===== src/rtl/bus_bridge.sv =====
// -----------------------------------------------------------------------------
// bus_bridge
//   Bridges one 32-bit CPU word request (req/ack handshake) onto a narrow,
//   shared memory port. addr[31:20] selects IRAM, DRAM or VGA. The word is
//   moved as 32/MEM_DW beats, low beat first, and read beats are reassembled
//   into rdata_o.
//
// Optional feature macro: BUS_TIMEOUT_EN
//   When defined, a beat stalled for TIMEOUT_CYC consecutive cycles aborts the
//   transfer with err_o=1. When undefined, a beat waits on m_ready_i forever.
//
// Ports
//   sck_i       clock, rising edge
//   rst_n_i     synchronous reset, active low
//   req_i       request, held by the master until ack_o
//   rw_i        1 = write, 0 = read
//   addr_i      byte address (bits 1:0 ignored)
//   wdata_i     write word
//   rdata_o     read word, valid with ack_o, held until the next accepted req
//   ack_o       one-cycle completion pulse
//   err_o       qualifies ack_o: unmapped address or timeout
//   m_cs_n_o    per-region chip select, active low
//   m_rw_o      beat direction
//   m_addr_o    {addr[19:2], beat index}
//   m_wdata_o   current write beat
//   m_rdata_i   read beat data
//   m_ready_i   memory completes the current beat this cycle
// -----------------------------------------------------------------------------
module bus_bridge #(
  parameter int          MEM_DW      = 16,
  parameter logic [11:0] IRAM_BASE   = 12'h000,
  parameter logic [11:0] DRAM_BASE   = 12'h001,
  parameter logic [11:0] VGA_BASE    = 12'h002,
  parameter int          TIMEOUT_CYC = 255,
  localparam int         NBEATS      = 32 / MEM_DW,
  localparam int         BEAT_W      = (NBEATS > 1) ? $clog2(NBEATS) : 1
) (
  input  logic              sck_i,
  input  logic              rst_n_i,
  input  logic              req_i,
  input  logic              rw_i,
  input  logic [31:0]       addr_i,
  input  logic [31:0]       wdata_i,
  output logic [31:0]       rdata_o,
  output logic              ack_o,
  output logic              err_o,
  output logic [2:0]        m_cs_n_o,
  output logic              m_rw_o,
  output logic [18+BEAT_W-1:0] m_addr_o,
  output logic [MEM_DW-1:0] m_wdata_o,
  input  logic [MEM_DW-1:0] m_rdata_i,
  input  logic              m_ready_i
);

  if (!(MEM_DW == 8 || MEM_DW == 16 || MEM_DW == 32) || TIMEOUT_CYC < 1) begin : g_bad_cfg
    $error("bus_bridge: MEM_DW must be 8, 16 or 32 and TIMEOUT_CYC >= 1");
  end

  typedef enum logic [1:0] {S_IDLE, S_BEAT, S_DONE} state_t;

  localparam logic [BEAT_W-1:0] LAST_BEAT = BEAT_W'(NBEATS - 1);

  state_t                         state_q, state_d;
  logic [BEAT_W-1:0]              beat_q, beat_d;
  logic                           rw_q, rw_d;
  logic [17:0]                    addr_q, addr_d;
  logic [31:0]                    wdata_q, wdata_d;
  logic [1:0]                     region_q, region_d;
  logic [NBEATS-1:0][MEM_DW-1:0]  rdata_q, rdata_d;
  logic                           err_q, err_d;

`ifdef BUS_TIMEOUT_EN
  localparam int TMO_W = $clog2(TIMEOUT_CYC + 1);
  logic [TMO_W-1:0] tmo_q, tmo_d;
`endif

  // Only addr[31:20] (decode) and addr[19:2] (latched) matter.
  logic unused_addr;
  assign unused_addr = ^addr_i[1:0];

  // Region decode; on overlapping tags the lowest region index wins.
  logic       hit;
  logic [1:0] hit_idx;
  always_comb begin
    hit     = 1'b1;
    hit_idx = 2'd0;
    if      (addr_i[31:20] == IRAM_BASE) hit_idx = 2'd0;
    else if (addr_i[31:20] == DRAM_BASE) hit_idx = 2'd1;
    else if (addr_i[31:20] == VGA_BASE)  hit_idx = 2'd2;
    else                                 hit     = 1'b0;
  end

  always_comb begin
    state_d  = state_q;
    beat_d   = beat_q;
    rw_d     = rw_q;
    addr_d   = addr_q;
    wdata_d  = wdata_q;
    region_d = region_q;
    rdata_d  = rdata_q;
    err_d    = err_q;
`ifdef BUS_TIMEOUT_EN
    tmo_d    = tmo_q;
`endif
    case (state_q)
      S_IDLE: begin
        if (req_i) begin
          rw_d    = rw_i;
          addr_d  = addr_i[19:2];
          wdata_d = wdata_i;
          beat_d  = '0;
          rdata_d = '0;
`ifdef BUS_TIMEOUT_EN
          tmo_d   = '0;
`endif
          if (hit) begin
            region_d = hit_idx;
            err_d    = 1'b0;
            state_d  = S_BEAT;
          end else begin
            err_d    = 1'b1;
            state_d  = S_DONE;
          end
        end
      end
      S_BEAT: begin
        if (m_ready_i) begin
          if (!rw_q) rdata_d[beat_q] = m_rdata_i;
`ifdef BUS_TIMEOUT_EN
          tmo_d = '0;
`endif
          if (beat_q == LAST_BEAT) begin
            err_d   = 1'b0;
            state_d = S_DONE;
          end else begin
            beat_d  = beat_q + 1'b1;
          end
        end
`ifdef BUS_TIMEOUT_EN
        // tmo_q counts stall cycles already seen; this is the last allowed one.
        else if (tmo_q == TMO_W'(TIMEOUT_CYC - 1)) begin
          rdata_d = '0;
          err_d   = 1'b1;
          state_d = S_DONE;
        end else begin
          tmo_d = tmo_q + 1'b1;
        end
`endif
      end
      S_DONE: begin
        beat_d  = '0;
        state_d = S_IDLE;
      end
      default: state_d = S_IDLE;
    endcase
  end

  always_ff @(posedge sck_i) begin
    if (!rst_n_i) begin
      state_q  <= S_IDLE;
      beat_q   <= '0;
      rw_q     <= 1'b0;
      addr_q   <= '0;
      wdata_q  <= '0;
      region_q <= '0;
      rdata_q  <= '0;
      err_q    <= 1'b0;
`ifdef BUS_TIMEOUT_EN
      tmo_q    <= '0;
`endif
    end else begin
      state_q  <= state_d;
      beat_q   <= beat_d;
      rw_q     <= rw_d;
      addr_q   <= addr_d;
      wdata_q  <= wdata_d;
      region_q <= region_d;
      rdata_q  <= rdata_d;
      err_q    <= err_d;
`ifdef BUS_TIMEOUT_EN
      tmo_q    <= tmo_d;
`endif
    end
  end

  // Memory side is decoded from registered state only.
  logic [NBEATS-1:0][MEM_DW-1:0] wbeats;
  assign wbeats = wdata_q;

  always_comb begin
    m_cs_n_o  = 3'b111;
    m_rw_o    = 1'b0;
    m_addr_o  = '0;
    m_wdata_o = '0;
    if (state_q == S_BEAT) begin
      case (region_q)
        2'd0:    m_cs_n_o = 3'b110;
        2'd1:    m_cs_n_o = 3'b101;
        2'd2:    m_cs_n_o = 3'b011;
        default: m_cs_n_o = 3'b111;
      endcase
      m_rw_o    = rw_q;
      m_addr_o  = {addr_q, beat_q};
      m_wdata_o = wbeats[beat_q];
    end
  end

  assign ack_o   = (state_q == S_DONE);
  assign err_o   = (state_q == S_DONE) && err_q;
  assign rdata_o = rdata_q;

endmodule

===== config.mk =====
export PLATFORM = sky130hd
export DESIGN_NAME = bus_bridge
export DESIGN_NICKNAME = d
export VERILOG_FILES = /design/src/rtl/bus_bridge.sv
export SDC_FILE = /design/constraint.sdc
export NUM_CORES = 1
export LEC_CHECK = 0
export CORE_MARGIN = 5
export CORE_UTILIZATION = 44
export CTS_CLUSTER_DIAMETER = 40
export DETAILED_ROUTE_END_ITERATION = 8
export DONT_BUFFER_PORTS = 1
export PLACE_DENSITY = 0.61
export SYNTH_ARGS = -nofsm -noshare
export SYNTH_HDL_FRONTEND = slang
export SYNTH_SLANG_ARGS = --single-unit

===== constraint.sdc =====
create_clock -name sck_i -period 1.8 [get_ports sck_i]
set_input_delay 0.27 -clock sck_i [delete_from_list [all_inputs] [get_ports sck_i]]
set_output_delay 0.27 -clock sck_i [all_outputs]
set_load 0.02 [all_outputs]

==> results.ini <==
[die]
core-area_um2 = 8680
initial_utilization_pct = 44.7
die-area_um2 = 10800
std_cell_rows = 34
die_x_um = 104
die_h_um = 104
pin_count = 158

[yosys]
synth_nets = 558
seq_area_frac_synth_pct = 45.9
synth-seq-cells = 89
yosysWarnings = 0
avgSynthCellArea_um2 = 8.21
yosysUniqueCellTypes = 35
synth_cells = 473
netlist_area_um2 = 3880

[clock_network]
numCtsBuffers = 9
cts_buffer_depth = 2
worst_skew_pair.late_latency_ns = 0.34
root_buffer = clkbuf_8
htree_levels = 3
clkSinkCount = 89
clk_pin_slew_ns = 0.09
cts_tree = done

[power_and_ir_drop]
vdd_drop_max_uv = 444
swShare_pct = 23.7
intPower_mw = 2.83
p_seq_share_pct = 56.0
power.switching_mw = 0.878
power_density_nw_per_um2 = 864
combPwrFrac_pct = 6.1
pwr-share-clk_pct = 37.9
p_leak_nw = 1.52

[sta]
timing.fmax_mhz = 579
layout_min_cycle_time_ns = 1.73
final.setup.tns_ns = 0
slew_violations = 0
tightest_slew_ns = 0.586
timing.hold.ws_ns = 0.0466
relSlewSlack_pct = 60.6
fin_crit_sh_pct = 95.9
setup-violations-final = 0
skew_ns = 0.0118
hold_violations = 0

[setup_path]
reg2reg_depth = 5
path_max_fanout = 13
r2r-start = state_q[0]
crit_chain = and2b_1 > and2_2 > buf_4
cp-end-kind = output pin
cp-start-kind = flop
r2r_end = wbeats[1]
cp_top_family = simple AND/OR/NAND/NOR gates
slowest_stage = dfxtp_2
rrSetupSlack_ns = 0.24
timing_worst_setup_path_type = reg2out
critPathMaxStageDelay_ns = 0.42
cp_num_buf_inv = 1
cp.required_ns = 1.53
cp_data_arrival_time_ns = 1.46

[job]
cap_viol_max_count = 0

[detailed_routing]
first_iter_violations = 149
firstDrtPassIters = 4
ant_nets = 0
remaining_drc_errors = 0
vias = 3097
wl_um = 9510
wire_per_inst_um = 16.2
vias_per_cell = 5.27

[cells_and_area]
nets = 560
diodes = 0
drive_gt1_share_pct = 14.2
syn2layout_area_growth_pct = 10.4
fill_cells = 892
final_cells = 588
final_util_pct = 49.4
final_common_cell = nand2_1
final_cell_mix = nand2_1 (105), dfxtp_1 (86), nand3_1 (68), o21ai_0 (33), buf_4 (31)
final_cell_area_um2 = 4290

[global_route]
grt_max_degree = 124
antenna_found_initial = 0
grt_pass1_wl_um = 15400
grt_pass1_vias = 2936
overflow = 0
grtUsageTotal_pct = 17.2

[place]
gp_congestion = 0.780
place_inst = 572
dp_hpwl_um = 6660
placed_cell_area_um2 = 4050
numPortBuffers = 0

[status]
status = completed

[hold_path]
hp-start = wdata_i[6]
min_to = wbeats[6]
hold_path_depth = 2
worstHoldPathType = in2reg

cell usage after synthesis (all sizes together):
| cell type | count | area, µm² |
|---|---|---|
| o21a | 1 | 7.51 |
| nand2b | 4 | 25.0 |
| buf | 30 | 189 |
| o21bai | 1 | 11.3 |
| mux2i | 16 | 160 |
| a21oi | 1 | 5.00 |
| and4b | 1 | 10.0 |
| and2b | 1 | 7.51 |
| o31ai | 1 | 7.51 |
| clkbuf | 12 | 47.6 |
| nand3 | 68 | 340 |
| nand4 | 2 | 12.5 |
| a211oi | 1 | 7.51 |
| o21ai | 36 | 180 |
| o2bb2ai | 1 | 15.0 |
| nor4 | 2 | 12.5 |
| and2 | 22 | 138 |
| dfxtp | 89 | 1780 |
| or3 | 1 | 6.26 |
| nand3b | 1 | 7.51 |
| nor2b | 2 | 12.5 |
| nor3b | 2 | 20.0 |
| a21boi | 51 | 383 |
| nor2 | 20 | 77.6 |
| nand2 | 105 | 394 |
| o221a | 1 | 11.3 |
| and4bb | 1 | 12.5 |
final cells by class:
| cell class | count | area [µm²] | share of cell area (%) |
|---|---|---|---|
| clock buffers | 11 | 141 | 3.30 |
| well taps | 108 | 135 | 3.15 |
| multi-input cells | 342 | 1890 | 44.1 |
| clock inverters | 5 | 63.8 | 1.49 |
| flip-flops and latches | 89 | 1790 | 41.7 |
| repair buffers | 33 | 268 | 6.25 |
state kept, by name, indices dropped and copies added, names as in the netlist:
name,count
err_q,1
beat_q,1
state_q,2
region_q,2
rw_q,1
wbeats,32
rdata_o,32
addr_q,18
routing by layer:
layer | vias up | global-route usage [%] | wire, µm
met1 | 1411 | 22.1 | 4200
met3 | 8 | 6.08 | 746
met2 | 88 | 27.3 | 4490
met5 | - | 0 | 0
met4 | 0 | 4.53 | 70
li1 | 1590 | - | -
power groups by stage:
| stage | clock network, mW | logic, mW | registers (mW) |
|---|---|---|---|
| after detailed placement | 0 | 0.231 | 2.12 |
| after global routing | 1.55 | 0.260 | 2.08 |
| after global placement | 0 | 0.224 | 2.12 |
| after CTS | 1.47 | 0.230 | 2.07 |
| final | 1.41 | 0.226 | 2.07 |
| after floorplan | 0 | 0.230 | 2.11 |
through the flow:
| step | power [mW] | setup slack (ns) |
|---|---|---|
| after floorplan | 2.34 | 0.299 |
| after global placement | 2.34 | 0.227 |
| after detailed placement | 2.35 | 0.208 |
| after CTS | 3.77 | 0.00735 |
| after global routing | 3.89 | -0.0000920 |
| final | 3.70 | 0.0736 |
worst max-delay path by stage:
stage,end,cells after the start,from,slack (ns)
2_1_floorplan,m_wdata_o[0],4,beat_q,0.30
3_3_place_gp,m_addr_o[0],3,state_q[1],0.23
3_5_place_dp,rdata_o[18],6,state_q[1],0.21
4_1_cts,m_wdata_o[0],5,state_q[0],0.007
5_1_grt,m_addr_o[0],3,state_q[1],-0.00009
6_report,m_addr_o[0],3,state_q[1],0.07
cells by family (layout without fill, tap and decap cells):
kind of cell / count (synthesis) / after routing / share of synthesized area [%]
compound gates: 94 / 94 / 16.2
flops: 89 / 89 / 45.9
mux: 16 / 16 / 4.12
buf+inv: 42 / 49 / 6.09
simple gates: 232 / 232 / 27.7
timing repair:
item | CTS | global route
resized for setup | 5 | 11
endpoints found under the hold margin | 0 | 0
hold buffers | 0 | 0
pin swaps | 0 | 0
setup buffers | 0 | 0
setup endpoints to repair | 20 | 25
Power figures use the tool's default switching activity.
